`src/rtl/move_validator.sv`:
```
// move_validator: checks one chess move against board RAM by reading source, path and target squares
// Ports: clk, reset (sync, active-high), start, piece_x/piece_y (source), move_x/move_y (target),
//        validate_square (RAM read data) -> validate_x/validate_y (registered read address),
//        busy, done (1-cycle pulse), valid and target_piece (held until the next done).
module move_validator #(
  parameter int READ_LATENCY = 1
) (
  input  logic       clk,
  input  logic       reset,
  input  logic       start,
  input  logic [3:0] piece_x,
  input  logic [3:0] piece_y,
  input  logic [3:0] move_x,
  input  logic [3:0] move_y,
  input  logic [3:0] validate_square,
  output logic [3:0] validate_x,
  output logic [3:0] validate_y,
  output logic       busy,
  output logic       done,
  output logic       valid,
  output logic [3:0] target_piece
);
  typedef enum logic [2:0] {IDLE, SRC, GEOM, PATH, DST, DONE} state_t;
  state_t     state;
  logic [1:0] cnt;
  logic [3:0] px, py, mx, my, src;
  logic [2:0] n;
  logic       pawn, cap;
  logic       rd, black, bad_src, knight, rook, bish, fwd, fwd2, pawn_ok, geo_ok, opp, legal, reading;
  logic [4:0] dx, dy;
  logic [2:0] adx, ady, mxd, steps;
  logic [3:0] kind, sx, sy;
  always_comb begin
    rd      = cnt == 2'(READ_LATENCY);
    reading = state == SRC || state == PATH || state == DST;
    dx      = {1'b0, mx} - {1'b0, px};
    dy      = {1'b0, my} - {1'b0, py};
    adx     = dx[4] ? 3'(-dx) : dx[2:0];
    ady     = dy[4] ? 3'(-dy) : dy[2:0];
    mxd     = adx > ady ? adx : ady;
    sx      = dx == 5'd0 ? 4'h0 : dx[4] ? 4'hf : 4'h1;
    sy      = dy == 5'd0 ? 4'h0 : dy[4] ? 4'hf : 4'h1;
    black   = src <= 4'd6;
    kind    = black ? src : src - 4'd6;
    bad_src = src == 4'd0 || src > 4'd12;
    knight  = (adx == 3'd1 && ady == 3'd2) || (adx == 3'd2 && ady == 3'd1);
    rook    = dx == 5'd0 || dy == 5'd0;
    bish    = adx == ady;
    // black pawns advance +y from row 1, white pawns -y from row 6
    fwd     = black ? dy == 5'd1 : dy == 5'h1f;
    fwd2    = black ? (dy == 5'd2 && py == 4'd1) : (dy == 5'h1e && py == 4'd6);
    pawn_ok = (dx == 5'd0 && (fwd || fwd2)) || (adx == 3'd1 && fwd);
    geo_ok  = kind == 4'd1 ? pawn_ok : kind == 4'd2 ? knight : kind == 4'd3 ? bish :
              kind == 4'd4 ? rook : kind == 4'd5 ? (rook || bish) : mxd == 3'd1;
    // knight jumps; every other legal geometry walks max(|dx|,|dy|)-1 squares between
    steps   = kind == 4'd2 ? 3'd0 : mxd - 3'd1;
    opp     = black ? (validate_square >= 4'd7 && validate_square <= 4'd12)
                    : (validate_square >= 4'd1 && validate_square <= 4'd6);
    legal   = pawn ? (cap ? opp : validate_square == 4'd0) : (validate_square == 4'd0 || opp);
  end
  always_ff @(posedge clk) begin
    if (reset) begin
      state <= IDLE;
      cnt <= '0;
      {px, py, mx, my, src} <= '0;
      n <= '0;
      {pawn, cap} <= '0;
      {validate_x, validate_y, target_piece} <= '0;
      {busy, done, valid} <= '0;
    end else begin
      done <= 1'b0;
      cnt <= reading && !rd ? cnt + 2'd1 : 2'd0;
      case (state)
        IDLE: if (start) begin
          {px, py, mx, my} <= {piece_x, piece_y, move_x, move_y};
          busy <= 1'b1;
          if (piece_x[3] || piece_y[3] || move_x[3] || move_y[3] || (piece_x == move_x && piece_y == move_y)) begin
            state <= DONE;
            done <= 1'b1;
            valid <= 1'b0;
            target_piece <= 4'd0;
          end else begin
            state <= SRC;
            validate_x <= piece_x;
            validate_y <= piece_y;
          end
        end
        SRC: if (rd) begin
          src <= validate_square;
          state <= GEOM;
        end
        GEOM: begin
          pawn <= kind == 4'd1;
          cap <= dx != 5'd0;
          n <= steps;
          if (bad_src || !geo_ok) begin
            state <= DONE;
            done <= 1'b1;
            valid <= 1'b0;
            target_piece <= 4'd0;
          end else if (steps == 3'd0) begin
            state <= DST;
            validate_x <= mx;
            validate_y <= my;
          end else begin
            state <= PATH;
            validate_x <= px + sx;
            validate_y <= py + sy;
          end
        end
        PATH: if (rd) begin
          if (validate_square != 4'd0) begin
            state <= DONE;
            done <= 1'b1;
            valid <= 1'b0;
            target_piece <= 4'd0;
          end else if (n == 3'd1) begin
            state <= DST;
            validate_x <= mx;
            validate_y <= my;
          end else begin
            n <= n - 3'd1;
            validate_x <= validate_x + sx;
            validate_y <= validate_y + sy;
          end
        end
        DST: if (rd) begin
          state <= DONE;
          done <= 1'b1;
          valid <= legal && validate_square <= 4'd12;
          target_piece <= validate_square;
        end
        default: begin
          state <= IDLE;
          busy <= 1'b0;
        end
      endcase
    end
  end
endmodule
```
`config.mk`:
```
export PLATFORM = sky130hd
export DESIGN_NAME = move_validator
export DESIGN_NICKNAME = d
export VERILOG_FILES = /design/src/rtl/move_validator.sv
export SDC_FILE = /design/constraint.sdc
export NUM_CORES = 1
export LEC_CHECK = 0
export ABC_AREA = 1
export BUFFER_PORTS_ARGS = -buffer_cell sky130_fd_sc_hd__buf_4
export CELL_PAD_IN_SITES_DETAIL_PLACEMENT = 1
export CELL_PAD_IN_SITES_GLOBAL_PLACEMENT = 1
export CORE_MARGIN = 3
export CORE_UTILIZATION = 35
export CTS_BUF_LIST = sky130_fd_sc_hd__clkbuf_2 sky130_fd_sc_hd__clkbuf_4 sky130_fd_sc_hd__clkbuf_8
export DETAILED_ROUTE_END_ITERATION = 8
export GPL_ROUTABILITY_DRIVEN = 0
export GPL_TIMING_DRIVEN = 0
export PLACE_DENSITY = 0.76
export REMOVE_ABC_BUFFERS = 1
export SETUP_SLACK_MARGIN = 0.5
export SLEW_MARGIN = 40
export SYNTH_ARGS = -nofsm -noshare
export SYNTH_HDL_FRONTEND = slang
export SYNTH_SLANG_ARGS = --single-unit
```
`constraint.sdc`:
```
create_clock -name clk -period 3.3 [get_ports clk]
set_input_delay 0 -clock clk [delete_from_list [all_inputs] [get_ports clk]]
set_output_delay 0 -clock clk [all_outputs]
set_load 0.005 [all_outputs]
```
==> results.txt <==
* Total length of routed wires: 12.80 mm
- Worst setup EP type: flop
- The worst setup path is launched from a flop.
* Start point of the critical path: my[0]$_SDFFE_PP0P_
- Vias in the first global route: 4318
* Max-Slew Margin vs Limit: 0.4670
- The net count of the finished layout is 721.
* Maximum Capacitance Violations: 0
- Routed length per placed instance: 16.08 um
- Using the TritonRoute via totals, the vias-per-cell ratio works out to 5.177.
- The clock drives 45 sinks.
* Data required time at the worst endpoint: 3.51 ns
- The synthesized design contains 0 enable-type register cells.
- Sequential area share after synthesis: 0.2354
- From left edge to right edge, the die measures 110.6 um.
- Die area: 0.01223 sq mm
- In the final layout, the share of cells above drive strength 1 is 0.2773.
* Floorplan core area: 0.01046 sq mm
* Final setup viols: 19
- Entering global routing, the biggest net connects 34 pins.
- Area of combinational cells with multiple inputs: 0.002904 sq mm
* Number of buffers created by CTS: 5
- Of all cell types, the one taking the most synthesized area is sky130_fd_sc_hd__dfxtp_1.
* Critical path class: flop to flop
- Between clock sinks in the finished design, the worst skew comes to 0.007257 ns.
- In this run the worst hold path is classified as input port to flop.
- Among all flip-flop cells after synthesis, the most frequent one is sky130_fd_sc_hd__dfxtp_1.
* Top area cells in the synthesized netlist: sky130_fd_sc_hd__dfxtp_1, sky130_fd_sc_hd__nand2_1, sky130_fd_sc_hd__ha_1, sky130_fd_sc_hd__nor2_1, sky130_fd_sc_hd__inv_1
- Sum of overflow across all layers after global routing: 0
- Async set-reset flop share out of synthesis: 0
* Total global-route track usage: 0.2061
- Along the worst hold path, the cell count comes to 3.
- The finished layout holds 796 standard cells, fillers aside.
- Cell type of the slowest stage on the worst timing path: sky130_fd_sc_hd__fa_2
- Iteration-0 DRC count of the detailed router: 190
* Area share of the largest cell type after synthesis: 0.2354
- Of the available clock period, the critical path in the final layout requires 1.127.
- I/O pin total: 38
- The top cell types in the final layout, fill and taps aside, are sky130_fd_sc_hd__nand2_1, sky130_fd_sc_hd__nor2_1, sky130_fd_sc_hd__inv_1.
- Hpwl dp: 9.179 mm
- Leaving out fill and tap cells, the most frequent cell in the layout is sky130_fd_sc_hd__nand2_1.
* H-tree levels: 2
- Delay of the slowest critical-path stage: 0.47 ns
* Final worst-path setup slack: -0.4207 ns
- Number of distinct standard cells referenced by the synthesized netlist: 42
- Clock latency on the worst-skew pair, taken at its later pin, is 0.31 ns.
- Detailed-routing iteration count for the pre-antenna-repair pass: 4
* Number of cells after detailed placement: 747
* Unrepaired setup endpoints after global routing: true
- During synthesis, Yosys emitted a total of 0 warnings.
- Clock-pin slew was measured on the worst setup and hold paths at 0.09 ns.
- In this run the critical register-to-register path is launched from my[0]$_SDFFE_PP0P_.
- DIE HEIGHT: 110.6 um
- Initial Utilization: 0.3658
- Derived from the worst setup path, the maximum achievable clock frequency is 268.8 MHz.
- The final hold violation count was 0.
- Critical path fanouts, max: 9
* Mean area per synthesized cell: 6.554 sq um
* Number of cells on the worst reg-to-reg path: 25
* Outcome: finished with violations
* Antenna fix cells: 0
* Period minus WS final: 3.721 ns
- Arrival time reported for the critical path endpoint: 3.93 ns
* First-pass GRT wire length: 21.01 mm
- DRT antenna net count: 0
- Max Slew Vio Count: 0
- The worst hold path begins at start.
- Counting every instance in the synthesized netlist gives 584.
- After synthesis the netlist holds a flip-flop and latch count of 45.
- Post-detailed-route DRC marker count: 0
- The mapped netlist covers 0.003827 sq mm.
* Root buffer cell: sky130_fd_sc_hd__clkbuf_8
- The layout has 1384 filler cells.
* Sequential cell area in the final layout: 908.4 sq um
* PortBufs: 37
- Compared with the post-synthesis result, the final layout area differs by 31.91%.
* CTS max path bufs: 2
* CTS tree: done
* Violated checks: setup timing
- The routed layout has 4121 vias.
- Actual transition at the worst max-transition pin: 0.7986 ns
- After floorplanning, the core was divided into 37 placement rows.
- The initial antenna violation count came to 0.
[sequential cells by signal (all words and copies together), names as in the netlist]
name	count
validate_x	4
state	3
py	4
target_piece	4
my	4
src	4
mx	4
cnt	2
valid	1
cap	1
done	1
pawn	1
validate_y	4
busy	1
px	4
n	3
[cells in the mapped netlist (3+ instances only)]
cell type / n
sky130_fd_sc_hd__a21oi_1: 51
sky130_fd_sc_hd__xor2_1: 12
sky130_fd_sc_hd__clkbuf_1: 6
sky130_fd_sc_hd__nor2_1: 79
sky130_fd_sc_hd__nor3_1: 3
sky130_fd_sc_hd__a211oi_1: 4
sky130_fd_sc_hd__inv_2: 5
sky130_fd_sc_hd__nand2_1: 124
sky130_fd_sc_hd__dfxtp_1: 45
sky130_fd_sc_hd__xnor2_1: 3
sky130_fd_sc_hd__inv_1: 76
sky130_fd_sc_hd__fa_1: 6
sky130_fd_sc_hd__a21oi_4: 3
sky130_fd_sc_hd__nand2_2: 10
sky130_fd_sc_hd__o21ai_0: 37
sky130_fd_sc_hd__nand3_2: 5
sky130_fd_sc_hd__o31ai_1: 3
sky130_fd_sc_hd__ha_1: 33
sky130_fd_sc_hd__nand3_1: 39
sky130_fd_sc_hd__nand4_1: 5
sky130_fd_sc_hd__nand3b_1: 4
sky130_fd_sc_hd__nand2_4: 6
[metal layers]
layer  share of wire  vias to the layer above  global-route usage
met2            0.51                       75              0.3718
li1                -                     2040                   -
met3           0.033                       20             0.02795
met1            0.43                     1986              0.2489
met5               0                        -                   0
met4           0.022                        0             0.07225
[logic make-up (layout without fill, tap and decap cells)]
group                    Yosys count  in the layout  synth area share
AO/OA/AOI/OAI                    107            107            0.1592
adder cells (fa/ha/maj)           39             39            0.1393
XOR/XNOR                          16             16           0.03858
flip-flops                        45             45            0.2354
buffers and inverters             94            170           0.09513
AND/OR/NAND/NOR                  283            283            0.3325
[worst max-delay path, delay by kind of cell, from the launching register on]
kind | cells | cell delay [ns]
flops | 1 | 0.33
compound gates | 1 | 0.19
fa+ha+maj | 5 | 1.31
simple gates | 15 | 1.50
buf+inv | 4 | 0.27
[area by class of cell]
type | instances | area share
flip-flops and latches | 45 | 0.1799
inverters | 84 | 0.06468
multi-input cells | 445 | 0.5752
clock inverters | 2 | 0.001983
repair buffers | 78 | 0.1294
clock buffers | 6 | 0.01512
well taps | 136 | 0.03371
[per-stage QoR]
step / setup WS [ns] / cell area, sq um / utilization / hold slack [ns] / TNS [ns]
after floorplan: -0.2347 / 3780 / - / 0.06907 / -2.694
after global placement: -1.050 / 4228 / 0.4041 / 0.2676 / -14.83
after detailed placement: -1.191 / 4233 / 0.4046 / 0.2783 / -17.94
after CTS: -0.3408 / 4846 / 0.4632 / 0.004460 / -4.689
after global routing: -0.5764 / 5049 / 0.4825 / 0.00008282 / -9.532
final: -0.4207 / 5049 / 0.4825 / 0.006946 / -5.998
[repair_timing]
| item | 4_1_cts | 5_1_grt |
|---|---|---|
| hold endpoints to repair | 18 | 0 |
| setup buffers | 24 | 7 |
| pin swaps | 26 | 33 |
| hold buffers | 10 | 0 |
| endpoints found under the setup margin | 20 | 20 |
| gates resized for setup | 70 | 35 |
[path summary, 6_finish.rpt]
| check | slack (ns) | end |
|---|---|---|
| setup / recovery | -0.42 | validate_y[3]$_SDFFE_PP0P_ |
| hold / removal | 0.007 | mx[3]$_SDFFE_PP0P_ |
| setup reg to reg | -0.42 | validate_y[3]$_SDFFE_PP0P_ |
| hold reg to reg | 0.43 | cnt[0]$_SDFF_PP0_ |
Power is left out: the tool's default activity adds up to more than one toggle a clock period on the data nets, which glitch-free logic cannot reach.
